==> src/rtl/spi_controller.sv <==
// ---------------------------------------------------------------------------
// spi_controller
// SPI mode-0 initiator. Serialises 16-bit frames {rw, addr[6:0], data[7:0]}
// MSB first onto sclk/ncs/copi. Requests arrive on a valid/ready handshake.
// SPI timing comes from clk: each sclk half-period lasts CLK_DIV clk cycles.
//
// Optional build macro: SPI_CONTROLLER_READBACK_EN
//   When defined, adds cipo (synchronised input) and rsp_data (8-bit result
//   of the frame's last 8 bit periods, updated together with done).
//
// Parameters:
//   CLK_DIV    clk cycles per sclk half-period (>= 2)
//
// Ports:
//   clk        system clock
//   rst_n      asynchronous active-low reset
//   req_valid  request valid
//   req_ready  controller idle, request accepted when valid && ready
//   req_rw     frame bit 15 (1 = write)
//   req_addr   frame bits 14:8
//   req_data   frame bits 7:0
//   done       one-cycle pulse on the first cycle after ncs rises
//   sclk       SPI clock, idles low
//   ncs        SPI chip select, active low
//   copi       SPI data out
//   cipo       SPI data in (readback build only)
//   rsp_data   captured read data (readback build only)
// ---------------------------------------------------------------------------
module spi_controller #(
  parameter int unsigned CLK_DIV = 4
) (
  input  logic       clk,
  input  logic       rst_n,
  input  logic       req_valid,
  output logic       req_ready,
  input  logic       req_rw,
  input  logic [6:0] req_addr,
  input  logic [7:0] req_data,
  output logic       done,
  output logic       sclk,
  output logic       ncs,
  output logic       copi
`ifdef SPI_CONTROLLER_READBACK_EN
  ,
  input  logic       cipo,
  output logic [7:0] rsp_data
`endif
);

  localparam int unsigned FRAME_W = 16;
  localparam int unsigned BIT_W   = 4;
  localparam int unsigned DIV_W   = (CLK_DIV < 2) ? 1 : $clog2(CLK_DIV);
  localparam logic [DIV_W-1:0] DIV_LAST = DIV_W'(CLK_DIV - 1);

  // A divider below 2 would let the peripheral synchronisers miss levels.
  generate
    if (CLK_DIV < 2) begin : g_bad_clk_div
      $fatal(1, "spi_controller: CLK_DIV must be >= 2");
    end
  endgenerate

  typedef enum logic [2:0] {
    S_IDLE = 3'd0,
    S_LEAD = 3'd1,
    S_HIGH = 3'd2,
    S_LOW  = 3'd3,
    S_GAP  = 3'd4
  } state_t;

  state_t               r_state;
  state_t               w_state_nxt;
  logic [DIV_W-1:0]     r_div;
  logic [BIT_W-1:0]     r_bit;
  logic [FRAME_W-1:0]   r_shift;
  logic                 r_sclk;
  logic                 r_ncs;
  logic                 r_done;
  logic                 r_ready;
  logic                 w_div_end;
  logic                 w_accept;
  logic                 w_high_end;
  logic                 w_frame_end;

  assign w_div_end   = (r_div == DIV_LAST);
  assign w_accept    = req_valid && r_ready;
  assign w_high_end  = (r_state == S_HIGH) && w_div_end;
  assign w_frame_end = (r_state == S_LOW) && (w_state_nxt == S_GAP);

  // State register.
  always_ff @(posedge clk or negedge rst_n) begin
    if (!rst_n) begin
      r_state <= S_IDLE;
    end else begin
      r_state <= w_state_nxt;
    end
  end

  // Next-state logic. The bit counter wraps to 0 during the 16th LOW phase,
  // which marks the end of the frame.
  always_comb begin
    w_state_nxt = r_state;
    case (r_state)
      S_IDLE: if (w_accept)  w_state_nxt = S_LEAD;
      S_LEAD: if (w_div_end) w_state_nxt = S_HIGH;
      S_HIGH: if (w_div_end) w_state_nxt = S_LOW;
      S_LOW: begin
        if (w_div_end) begin
          w_state_nxt = (r_bit == '0) ? S_GAP : S_HIGH;
        end
      end
      S_GAP:  if (w_div_end) w_state_nxt = S_IDLE;
      default: w_state_nxt = S_IDLE;
    endcase
  end

  // Phase divider: restarts on every state change, held at 0 while idle.
  always_ff @(posedge clk or negedge rst_n) begin
    if (!rst_n) begin
      r_div <= '0;
    end else if ((w_state_nxt != r_state) || (r_state == S_IDLE)) begin
      r_div <= '0;
    end else begin
      r_div <= r_div + DIV_W'(1);
    end
  end

  // Bit counter and transmit shift register; copi is the shift MSB, so the
  // register empties to zero after the 16th bit.
  always_ff @(posedge clk or negedge rst_n) begin
    if (!rst_n) begin
      r_bit   <= '0;
      r_shift <= '0;
    end else if (w_accept) begin
      r_bit   <= '0;
      r_shift <= {req_rw, req_addr, req_data};
    end else if (w_high_end) begin
      r_bit   <= r_bit + BIT_W'(1);
      r_shift <= {r_shift[FRAME_W-2:0], 1'b0};
    end
  end

  // Pin and handshake flops, loaded from the upcoming state.
  always_ff @(posedge clk or negedge rst_n) begin
    if (!rst_n) begin
      r_ncs   <= 1'b1;
      r_sclk  <= 1'b0;
      r_done  <= 1'b0;
      r_ready <= 1'b1;
    end else begin
      r_ncs   <= !((w_state_nxt == S_LEAD) || (w_state_nxt == S_HIGH) ||
                   (w_state_nxt == S_LOW));
      r_sclk  <= (w_state_nxt == S_HIGH);
      r_done  <= w_frame_end;
      r_ready <= (w_state_nxt == S_IDLE);
    end
  end

  assign ncs       = r_ncs;
  assign sclk      = r_sclk;
  assign copi      = r_shift[FRAME_W-1];
  assign done      = r_done;
  assign req_ready = r_ready;

`ifdef SPI_CONTROLLER_READBACK_EN
  logic [1:0] r_cipo_sync;
  logic [7:0] r_rx;
  logic [7:0] r_rsp;
  logic       w_cipo_s;

  assign w_cipo_s = r_cipo_sync[1];

  // Two-flop synchroniser for the asynchronous cipo pin.
  always_ff @(posedge clk or negedge rst_n) begin
    if (!rst_n) begin
      r_cipo_sync <= '0;
    end else begin
      r_cipo_sync <= {r_cipo_sync[0], cipo};
    end
  end

  // Sample at the end of each HIGH phase of frame bits 7..0 (bit count 8..15).
  always_ff @(posedge clk or negedge rst_n) begin
    if (!rst_n) begin
      r_rx <= '0;
    end else if (w_high_end && r_bit[BIT_W-1]) begin
      r_rx <= {r_rx[6:0], w_cipo_s};
    end
  end

  // Response is published together with done and held until the next one.
  always_ff @(posedge clk or negedge rst_n) begin
    if (!rst_n) begin
      r_rsp <= '0;
    end else if (w_frame_end) begin
      r_rsp <= r_rx;
    end
  end

  assign rsp_data = r_rsp;
`endif

endmodule

==> config.mk <==
export PLATFORM = sky130hd
export DESIGN_NAME = spi_controller
export DESIGN_NICKNAME = d
export VERILOG_FILES = /design/src/rtl/spi_controller.sv
export SDC_FILE = /design/constraint.sdc
export NUM_CORES = 1
export LEC_CHECK = 0
export CORE_ASPECT_RATIO = 1.4
export CORE_MARGIN = 1.5
export CORE_UTILIZATION = 40
export DETAILED_ROUTE_END_ITERATION = 10
export SLEW_MARGIN = 20
export SYNTH_ARGS = -nofsm -noshare
export SYNTH_HDL_FRONTEND = slang
export SYNTH_SLANG_ARGS = --single-unit
==> constraint.sdc <==
create_clock -name clk -period 5 [get_ports clk]
set_clock_uncertainty 0.15 [all_clocks]
set_input_delay 1 -clock clk [delete_from_list [all_inputs] [get_ports clk]]
set_output_delay 1 -clock clk [all_outputs]
set_load 0.1 [all_outputs]
==> Word level (Yosys, flattened, before mapping) <==
Cells that the tools add are included.
{ "totals": {"register_bits": 29, "inputBits": 19, "out_inout_bits": 5, "elab_cells": 43} }
{ "classes": {"addsub": 2, "eq_ne": 10, "n_mux": 12, "n_reduce_logical": 11} }
{ "op_table": {"columns": ["cell", "n"], "rows": [
  ["$mux W16", 2],
  ["$mux W3", 6],
  ["$pmux W3 S5", 1],
  ["$eq A3 B2 Y1 const B", 4],
  ["$mux W4", 2],
  ["$eq A3 B1 Y1 const B", 2],
  ["$eq A3 B3 Y1 const B", 2],
  ["$logic_not A3 Y1", 2],
  ["$add A4 B1 Y4 const B", 1],
  ["$logic_not A4 Y1", 1],
  ["$logic_and A1 B1 Y1", 3],
  ["$logic_or A1 B1 Y1", 3],
  ["$ne A3 B3 Y1", 1],
  ["$add A2 B1 Y2 const B", 1],
  ["$eq A2 B2 Y1 const B", 1],
  ["$mux W2", 1],
  ["$reduce_bool A2 Y1", 1],
  ["$logic_not A1 Y1", 1]
]} }

==> Logic depth before layout (Yosys ltp) <==
{ "logic_depth": {"depth_word": 8, "mapped_depth": 7} }

==> Least setup slack after synthesis <==
OpenSTA, ideal clock, no wires.
{ "synth_timing": {"kind": "reg2out", "start": "register r_shift[15]", "end": "output copi", "t_arrival_ps": 897, "t_required_ps": 3850, "setup_slack_ps": 2953, "path_stages_with_launch": 1, "n_path_buf": 0, "path_cell_list": "dfrtp_1"} }
{ "synth_lines": {"columns": ["element", "line", "rtl"], "rows": [
  ["start: declaration", "74", "logic [FRAME_W-1:0] r_shift;"],
  ["start signal: assignment", "135", "r_shift <= {req_rw, req_addr, req_data};"],
  ["start signal: assignment", "138", "r_shift <= {r_shift[FRAME_W-2:0], 1'b0};"],
  ["end: declaration", "42", "output logic copi"]
]} }
No word-level cell between the ends.

==> Worst setup path in the final report <==
{ "layout_timing": {"start": "register r_ready, in the netlist req_ready", "end": "output req_ready"} }
{ "layout_lines": {"columns": ["element", "line", "rtl"], "rows": [
  ["start: declaration", "78", "logic r_ready;"],
  ["start signal: assignment", "154", "r_ready <= (w_state_nxt == S_IDLE);"],
  ["end: declaration", "35", "output logic req_ready,"]
]} }
No word-level cell between the ends.

==> reports/qor.yml <==
drt:
  drt_wl_total_um: 2548
  vias: 1034
  drt_iter0_drc: 25
  dr.pass1.iters: 4
  ant_nets: 0
  drc: 0
  viasPerCell: 5.170
  post_drt_wl_per_cell_um: 12.74
clocking:
  cts_tree: "built"
  ctsResizeCount: 0
  path_clk_slew_ns: 0.06
  postCtsSetupRepairBufs: 0
  cts_buffers: 5
  h-tree-depth: 2
  clkLatencyLatePin_ns: 0.28
  holdBufCountCts: 0
  cts.sinks: 29
  cts_buffer_depth: 2
  cts_root_buffer: "clkbuf_8"
synthesis:
  syn_area_per_cell_sq_um: 10.18
  synth_compound_area_frac: 0.1370
  synthAdderAreaFrac: 0.03537
  synth_nets: 162
  synth_cell_type_count: 33
  syn-cell-area_sq_um: 1415
  synth_seq_cells: 29
  synth_top_area_frac: 0.4775
  ys.flop_type: "dfrtp_1"
  yosysMostFrequentCell: "dfrtp_1"
  ys_top_cells_by_area: "dfrtp_1, mux2i_1, a21oi_1"
  synth_edf_count: 0
  yosysSeqAreaShare: 0.5146
  async_reset_ff_frac: 1.000
  synth_cells: 139
  yosys.area_share.simple: 0.1609
  synth_warnings: 0
  netlist_top_cells_count: "dfrtp_1, a21oi_1, nor2_1, nand2_1, mux2i_1"
  synth_xor_area_frac: 0
  yosys.area.top_type: "dfrtp_1"
  synth_top_family_by_area: "simple AND/OR/NAND/NOR gates"
  synth_mux_area_frac: 0.09195
sta:
  post-route-min-period_ns: 3.085
  fmax_mhz: 324.2
  setup_viol: 0
  worst_pin_slew_ns: 0.9659
  slew_violations: 0
  fin_ws_ns: 1.915
  fin_setup_tns_ns: 0
  finalCritPeriodShare: 0.6170
  rsz0062_at_grt: "no"
  slew_headroom: 0.3541
  hold_viol_final: 0
worst_setup_path:
  crit_arrival_ns: 1.93
  cp_max_fo: 3
  crit_slowest_cell: "clkdlybuf4s50_1"
  critical_path.cell_chain: "clkdlybuf4s50_1"
  cp-start-kind: "flop"
  critPathCaptureType: "output pin"
  worstSetupPathType: "flop to output pin"
  cp_num_buf_inv: 1
  cp_slowest_stage_delay_ns: 1.12
  crit_required_ns: 3.85
  cp_top_family: "buffers and inverters"
cells_and_area:
  drive_above_1_share: 0.06875
  diodes: 0
  fillerInstances: 320
  stdcell_area_sq_um: 1719
  fin_nets: 182
  fin_util: 0.5089
  area_growth_pct: 21.49
min_path:
  min_path_type: "flop to flop"
outcome:
  status: "completed"
power_and_ir_drop:
  p_leak_uw: 0.0006920
  irDropWorstVdd_uv: 321.3
  cellPowerDensity_nw_per_um2: 557.4
grt:
  grt_use_total: 0.1598
  grt-ovfl-total: 0
  antenna_found_initial: 0
  grt_max_degree: 33
  grt_pass1_vias: 951
  grt_pass1_wl_um: 4429
floorplan:
  die_h_um: 73.38
  core_sq_um: 3378
  start_util: 0.4189
  chipWidth_um: 53.27
  std_cell_rows: 25
  die-area_sq_um: 3909
  ios: 24
placement:
  placed_area_sq_um: 1629
  globalplace.congestion: 0.7325
  place_ws_ns: 2.210
  dp.final_hpwl_um: 1799
  io_buffer_count: 23
run:
  maxCapViolations: 0
area by class of cell:
class                   instances  area, sq um  share of cell area
multi-input cells              96        601.8              0.3501
repair buffers                 24        237.7              0.1383
inverters                       3        11.26            0.006550
well taps                      40        50.05             0.02911
flip-flops and latches         29        728.2              0.4236
clock buffers                   8        90.09             0.05240
per-layer routing:
layer,wire length [um],vias to the layer above,GRT usage
met4,68,0,0.08547
met5,0,-,0
met3,154,7,0.06098
li1,-,527,-
met1,1095,480,0.1809
met2,1230,20,0.2551
final timing paths:
check / startpoint / endpoint / slack, ns / cells after the start
setup reg to reg: r_div[0] / r_shift[5] / 2.76 / 4
min in group asynchronous: rst_n / r_shift[9] / 0.95 / 2
hold / removal: r_div[0] / r_div[0] / 0.32 / 1
setup / recovery: req_ready / req_ready / 1.92 / 1
max in group asynchronous: rst_n / req_ready / 3.45 / 2
hold reg to reg: r_div[0] / r_div[0] / 0.32 / 1
report_power, final:
part           internal [uW]  switching, uW
clock                    112           83.0
combinational            139            215
sequential               333           76.3
total                    584            374
sequential cells by signal, indices dropped and copies added (netlist names):
signal,flops
r_shift,16
r_bit,4
r_state,3
r_div,2
done,1
ncs,1
req_ready,1
sclk,1
cell families (layout without fill, tap and decap cells):
family                     after synthesis  after routing
muxes                                   13             13
and+or+nand+nor                         46             46
buffers and inverters                   14             35
AOI/OAI and AO/OA                       33             33
adders and majority gates                4              4
DFF                                     29             29
metrics by stage:
stage               std cells  hold slack [ns]  total power (uW)
floorplan                 139           0.2914             691.9
global placement          192           0.3055             757.5
detailed placement        192           0.3129             774.5
CTS                       200           0.3211             973.3
global route              200           0.3577              1034
finish                    200           0.3181             958.3
placed cells by master (no fill, tap or decap), drive strengths merged, types with 2 or more instances in the layout:
cell | synthesis | layout
clkbuf | 6 | 8
nand2 | 14 | 14
nor3 | 3 | 3
ha | 4 | 4
or3 | 2 | 2
and4bb | 2 | 2
dfrtp | 27 | 27
dfstp | 2 | 2
clkdlybuf4s50 | 0 | 23
o21a | 2 | 2
nor2 | 16 | 16
nand3 | 3 | 3
mux2i | 13 | 13
a21oi | 20 | 20
inv | 3 | 3
o21ai | 4 | 4
Power figures use the tool's default switching activity.
